<file path="config.mk">
export PLATFORM = sky130hd
export DESIGN_NAME = llr_section_loader
export DESIGN_NICKNAME = d
export VERILOG_FILES = /design/src/rtl/llr_section_loader.sv
export SDC_FILE = /design/constraint.sdc
export NUM_CORES = 1
export LEC_CHECK = 0
export ABC_AREA = 1
export ABC_CLOCK_PERIOD_IN_PS = 1650
export CAP_MARGIN = 20
export CORE_MARGIN = 2
export CORE_UTILIZATION = 42
export DETAILED_ROUTE_END_ITERATION = 16
export HOLD_SLACK_MARGIN = 0.1
export PLACE_DENSITY = 0.76
export SYNTH_ARGS = -nofsm -noshare
export SYNTH_HDL_FRONTEND = slang
export SYNTH_SLANG_ARGS = --single-unit
</file>
<file path="constraint.sdc">
create_clock -name Clock -period 1.65 [get_ports Clock]
set_input_delay 0.33 -clock Clock [delete_from_list [all_inputs] [get_ports Clock]]
set_output_delay 0.33 -clock Clock [all_outputs]
set_load 0.1 [all_outputs]
</file>
<file path="src/rtl/llr_section_loader.sv">
// Collects one frame of K {ba1,ba2,ba3} LLR beats, then holds them while the decoder runs ITER half-iterations.
// Optional build macro LOADER_ERR_STALL_EN: a Razor error during decoding replays the cycle without counting it.
module llr_section_loader #(
  parameter int N    = 6,
  parameter int M    = 6,
  parameter int K    = 8,
  parameter int ITER = 16,
  localparam int CW  = $clog2(ITER + 1),
  localparam int IW  = (K > 1) ? $clog2(K) : 1
) (
  input  logic                 Clock,
  input  logic                 nReset,
  input  logic                 in_valid,
  output logic                 in_ready,
  input  logic signed [M-1:0]  in_ba1,
  input  logic signed [N-1:0]  in_ba2,
  input  logic signed [N-1:0]  in_ba3,
  input  logic                 Error_any,
  output logic [K*M-1:0]       ba1_DFF,
  output logic [K*N-1:0]       ba2,
  output logic [K*N-1:0]       ba3,
  output logic                 Enable,
  output logic                 busy,
  output logic                 done,
  output logic [CW-1:0]        iter_cnt
);

  typedef enum logic [1:0] {LOAD, DECODE, DONE} state_t;

  state_t          r_state;
  logic [IW-1:0]   r_idx;
  logic [CW-1:0]   r_iter;
  logic [K*M-1:0]  r_ba1;
  logic [K*N-1:0]  r_ba2;
  logic [K*N-1:0]  r_ba3;
  logic            r_enable;
  logic            r_busy;
  logic            r_done;

  logic            w_accept;
  logic            w_stall;
  logic [CW-1:0]   w_iter_next;

  assign in_ready    = (r_state == LOAD);
  assign w_accept    = in_valid && in_ready;
  assign w_iter_next = r_iter + CW'(1);

`ifdef LOADER_ERR_STALL_EN
  assign w_stall = Error_any;
`else
  assign w_stall = Error_any & 1'b0;
`endif

  always_ff @(posedge Clock) begin
    if (!nReset) begin
      r_state  <= LOAD;
      r_idx    <= '0;
      r_iter   <= '0;
      r_ba1    <= '0;
      r_ba2    <= '0;
      r_ba3    <= '0;
      r_enable <= 1'b0;
      r_busy   <= 1'b0;
      r_done   <= 1'b0;
    end else begin
      case (r_state)
        LOAD: begin
          r_done <= 1'b0;
          if (w_accept) begin
            for (int s = 0; s < K; s++) begin
              if (r_idx == IW'(s)) begin
                r_ba1[s*M +: M] <= in_ba1;
                r_ba2[s*N +: N] <= in_ba2;
                r_ba3[s*N +: N] <= in_ba3;
              end
            end
            if (r_idx == IW'(K - 1)) begin
              r_idx    <= '0;
              r_state  <= DECODE;
              r_enable <= 1'b1;
              r_busy   <= 1'b1;
            end else begin
              r_idx <= r_idx + IW'(1);
            end
          end
        end
        DECODE: begin
          // A stalled cycle keeps Enable high so the sections replay the same iteration.
          if (!w_stall) begin
            r_iter <= w_iter_next;
            if (w_iter_next == CW'(ITER)) begin
              r_state  <= DONE;
              r_enable <= 1'b0;
              r_busy   <= 1'b0;
              r_done   <= 1'b1;
            end
          end
        end
        DONE: begin
          r_state <= LOAD;
          r_done  <= 1'b0;
          r_iter  <= '0;
        end
        default: begin
          r_state  <= LOAD;
          r_idx    <= '0;
          r_iter   <= '0;
          r_enable <= 1'b0;
          r_busy   <= 1'b0;
          r_done   <= 1'b0;
        end
      endcase
    end
  end

  assign ba1_DFF  = r_ba1;
  assign ba2      = r_ba2;
  assign ba3      = r_ba3;
  assign Enable   = r_enable;
  assign busy     = r_busy;
  assign done     = r_done;
  assign iter_cnt = r_iter;

endmodule

</file>
==> metrics.md <==
| Metric | Value |
|---|---|
| Leak Pwr | ~0.0043 uW |
| DR vias | about 5.7k |
| GRT busiest layer | met2 |
| Setup TNS | 0 ps |
| Max cap viols | 0 |
| Routability cong. | 0.808 |
| Drt wl/cell | approximately 18 um |
| CTS tree | done |
| Tmin final | 1610 ps |
| Cell area after layout | ~0.010 mm2 |
| Reg clk slew, reported paths | about 60 ps |
| CP max FO | 6 |
| Multi-input logic area | between 0.002 and 0.0025 mm2 |
| Total power | 11300 uW |
| Largest net degree at the start of global routing | between 50 and 60 |
| Setup Skew | slightly below 10 ps |
| H-tree depth | 4 |
| Worst path required time | 1320 ps |
| Endpoints failing setup | 0 |
| Placement Cell Area | ~0.0094 mm2 |
| Die width | around 120 um |
| Ys Warns | 0 |
| Placed Instances | between 1k and 1.5k |
| Fmax | between 0.6 and 0.7 GHz |
| Syn Inst Count | about 750 |
| TritonCTS Buffers | 17 |
| Ant. Diodes | 0 |
| GR Util met1 | 0.344 |
| Via/cell ratio | roughly 5.1 |
| Net Count, Synth | just under 800 |
| Total GRT Usage | 0.275 |
| Met3 GRT Util | 0.0916 |
| Overflow left after global routing | 0 |
| Die Height | 121 um |
| Worst path slowest cell | dfxtp_2 |
| Max Slew Vio Count | 0 |
| Least-Margin Pin Slew | between 400 and 500 ps |
| Period utilization | 0.973 |
| Slew HR | 0.683 |
| Post-DP HPWL | about 13000 um |
| Max clock buf depth | 2 |
| Final core utilization | 0.754 |
| PortBufs | 173 |
| Synth Register Bits | approximately 160 |
| Initial antenna violation count | 0 |
| DRT antenna net count | 0 |
| Sequential fraction of the synthesis area | 0.540 |
| Cell chain of the critical path | inv_2, ha_4, buf_8, buf_12 |
| Hold Violations, Final | 0 |
| Synth Area per Inst | approximately 7.7 um2 |
| DRT iter0 DRCs | 343 |
| Crit path DAT | around 1300 ps |
| Wire length of the first global-routing pass | 31200 um |
| First drt pass iteration count | 5 |
| Type of element capturing the critical path | output port |
| Worst skew pair latency | 420 ps |
| Core ar. | between 0.01 and 0.015 mm2 |
| Sink Count | ~160 |
| FP Rows | between 40 and 50 |
| Layout fillers | 892 |
| Crit path kind | register to output port |
| Peak VDD IR | roughly 0.92 mV |
| Pwr Density | approximately 1100 mW/mm2 |
| Initial core utilization | 0.434 |
| Share of cells above drive strength 1 | 0.279 |
| Slowest stage delay, CP | between 300 and 400 ps |
| GR Util met2 | 0.449 |
| Layout Nets | 962 |
| Non-Filler Instances | between 1k and 1.5k |
| Synthesized area | 0.00579 mm2 |
| Die Footprint | between 0.01 and 0.015 mm2 |
| Hold crit path type | input port to register |
| Final wirelength | a little under 20000 um |
| Post-synth cell types | 21 |
| Number of remaining DRC errors | 0 |
| FF+latch area | around 0.0031 mm2 |
| Root buffer cell | clkbuf_16 |
| Ports | 175 |
| Area delta synth->final | 73.9% |
| Worst setup SP type | register |
| Vias in the first global route | approximately 5.7k |
| Status | finished clean |
[critical path: cells and delay by family (launching register included)]
family                     cells  cell delay [ps]
buffers and inverters          3              380
DFF                            1              320
adders and majority gates      1              150
[synth_stat cells, drive strengths merged]
cell type	number	area share
a31oi	2	0.0022
clkbuf	25	0.016
nand4	3	0.0032
nor2	258	0.17
nor3	6	0.015
buf	31	0.026
inv	31	0.020
nand2	44	0.029
dfxtp	156	0.54
a211oi	4	0.0052
nand3	23	0.020
a21oi	26	0.022
o21ai	127	0.11
ha	11	0.024
[power breakdown]
group | switching, uW | leakage, uW | internal [uW] | total (uW)
sequential | 239 | 0.00127 | 3990 | 4230
combinational | 2250 | 0.00273 | 1120 | 3370
clock | 1460 | 0.000279 | 2260 | 3720
total | 3950 | 0.00428 | 7370 | 11300
[placed cells by master, fill, tap and decap left out, drive strengths merged, types with 2 or more instances in the layout]
cell type / count
nor2: 258
buf: 199
dfxtp: 156
o21ai: 127
nand2: 44
inv: 31
a21oi: 26
clkbuf: 25
nand3: 23
clkdlybuf4s50: 19
ha: 11
nor3: 6
clkinv: 5
a211oi: 4
nand4: 3
a31oi: 2
[flip-flops by register name, summed over array words and instances, names as in the netlist]
| name | count |
|---|---|
| iter_cnt | 5 |
| ba2 | 48 |
| r_idx | 3 |
| busy | 1 |
| r_state | 2 |
| done | 1 |
| ba3 | 48 |
| ba1_DFF | 48 |
[layer usage]
metal  share of wire  routed length, um  up-vias
li1                -                  -     2757
met5               0                  0        -
met3           0.078               1520       29
met2            0.51               9910      206
met4           0.017                335        0
met1            0.40               7830     2743
[layout make-up]
class                   count  share of cell area
clock buffers              25              0.0502
inverters                  31              0.0128
flip-flops and latches    156               0.312
multi-input cells         504               0.234
repair inverters            1            0.000621
well taps                 176              0.0219
clock inverters             6             0.00609
repair buffers            218               0.362
[per-stage QoR]
step                      setup slack [ps]  hold slack [ps]
final                                 44.2              330
after global routing                 -8.46              342
after CTS                             2.29              315
after detailed placement              -183              491
after global placement                -146              482
after floorplan                      -48.3              468
[timing repair]
item,CTS,global route
gates cloned,0,2
gates resized for setup,3,22
setup endpoints to repair,1,63
buffers inserted,1,7
pin swaps,1,3
hold buffers,0,0
[logic make-up (layout without fill, tap and decap cells)]
group / after synthesis / after routing / synth area share
DFF: 156 / 156 / 0.540
and+or+nand+nor: 334 / 334 / 0.234
buffers and inverters: 87 / 281 / 0.0629
AOI/OAI and AO/OA: 159 / 159 / 0.140
adders and majority gates: 11 / 11 / 0.0238
[path summary, 6_finish.rpt]
| check | slack (ps) | start | to | cells after the start |
|---|---|---|---|---|
| setup reg to reg | 70 | r_state[1]$_SDFFE_PN0P_ | ba3[1]$_SDFFE_PN0P_ | 9 |
| hold / removal | 330 | nReset | ba2[1]$_SDFFE_PN0P_ | 3 |
| setup / recovery | 40 | r_state[1]$_SDFFE_PN0P_ | in_ready | 4 |
| hold reg to reg | 500 | ba3[18]$_SDFFE_PN0P_ | ba3[18]$_SDFFE_PN0P_ | 2 |
Note: power is estimated with default switching activity, not from simulation.
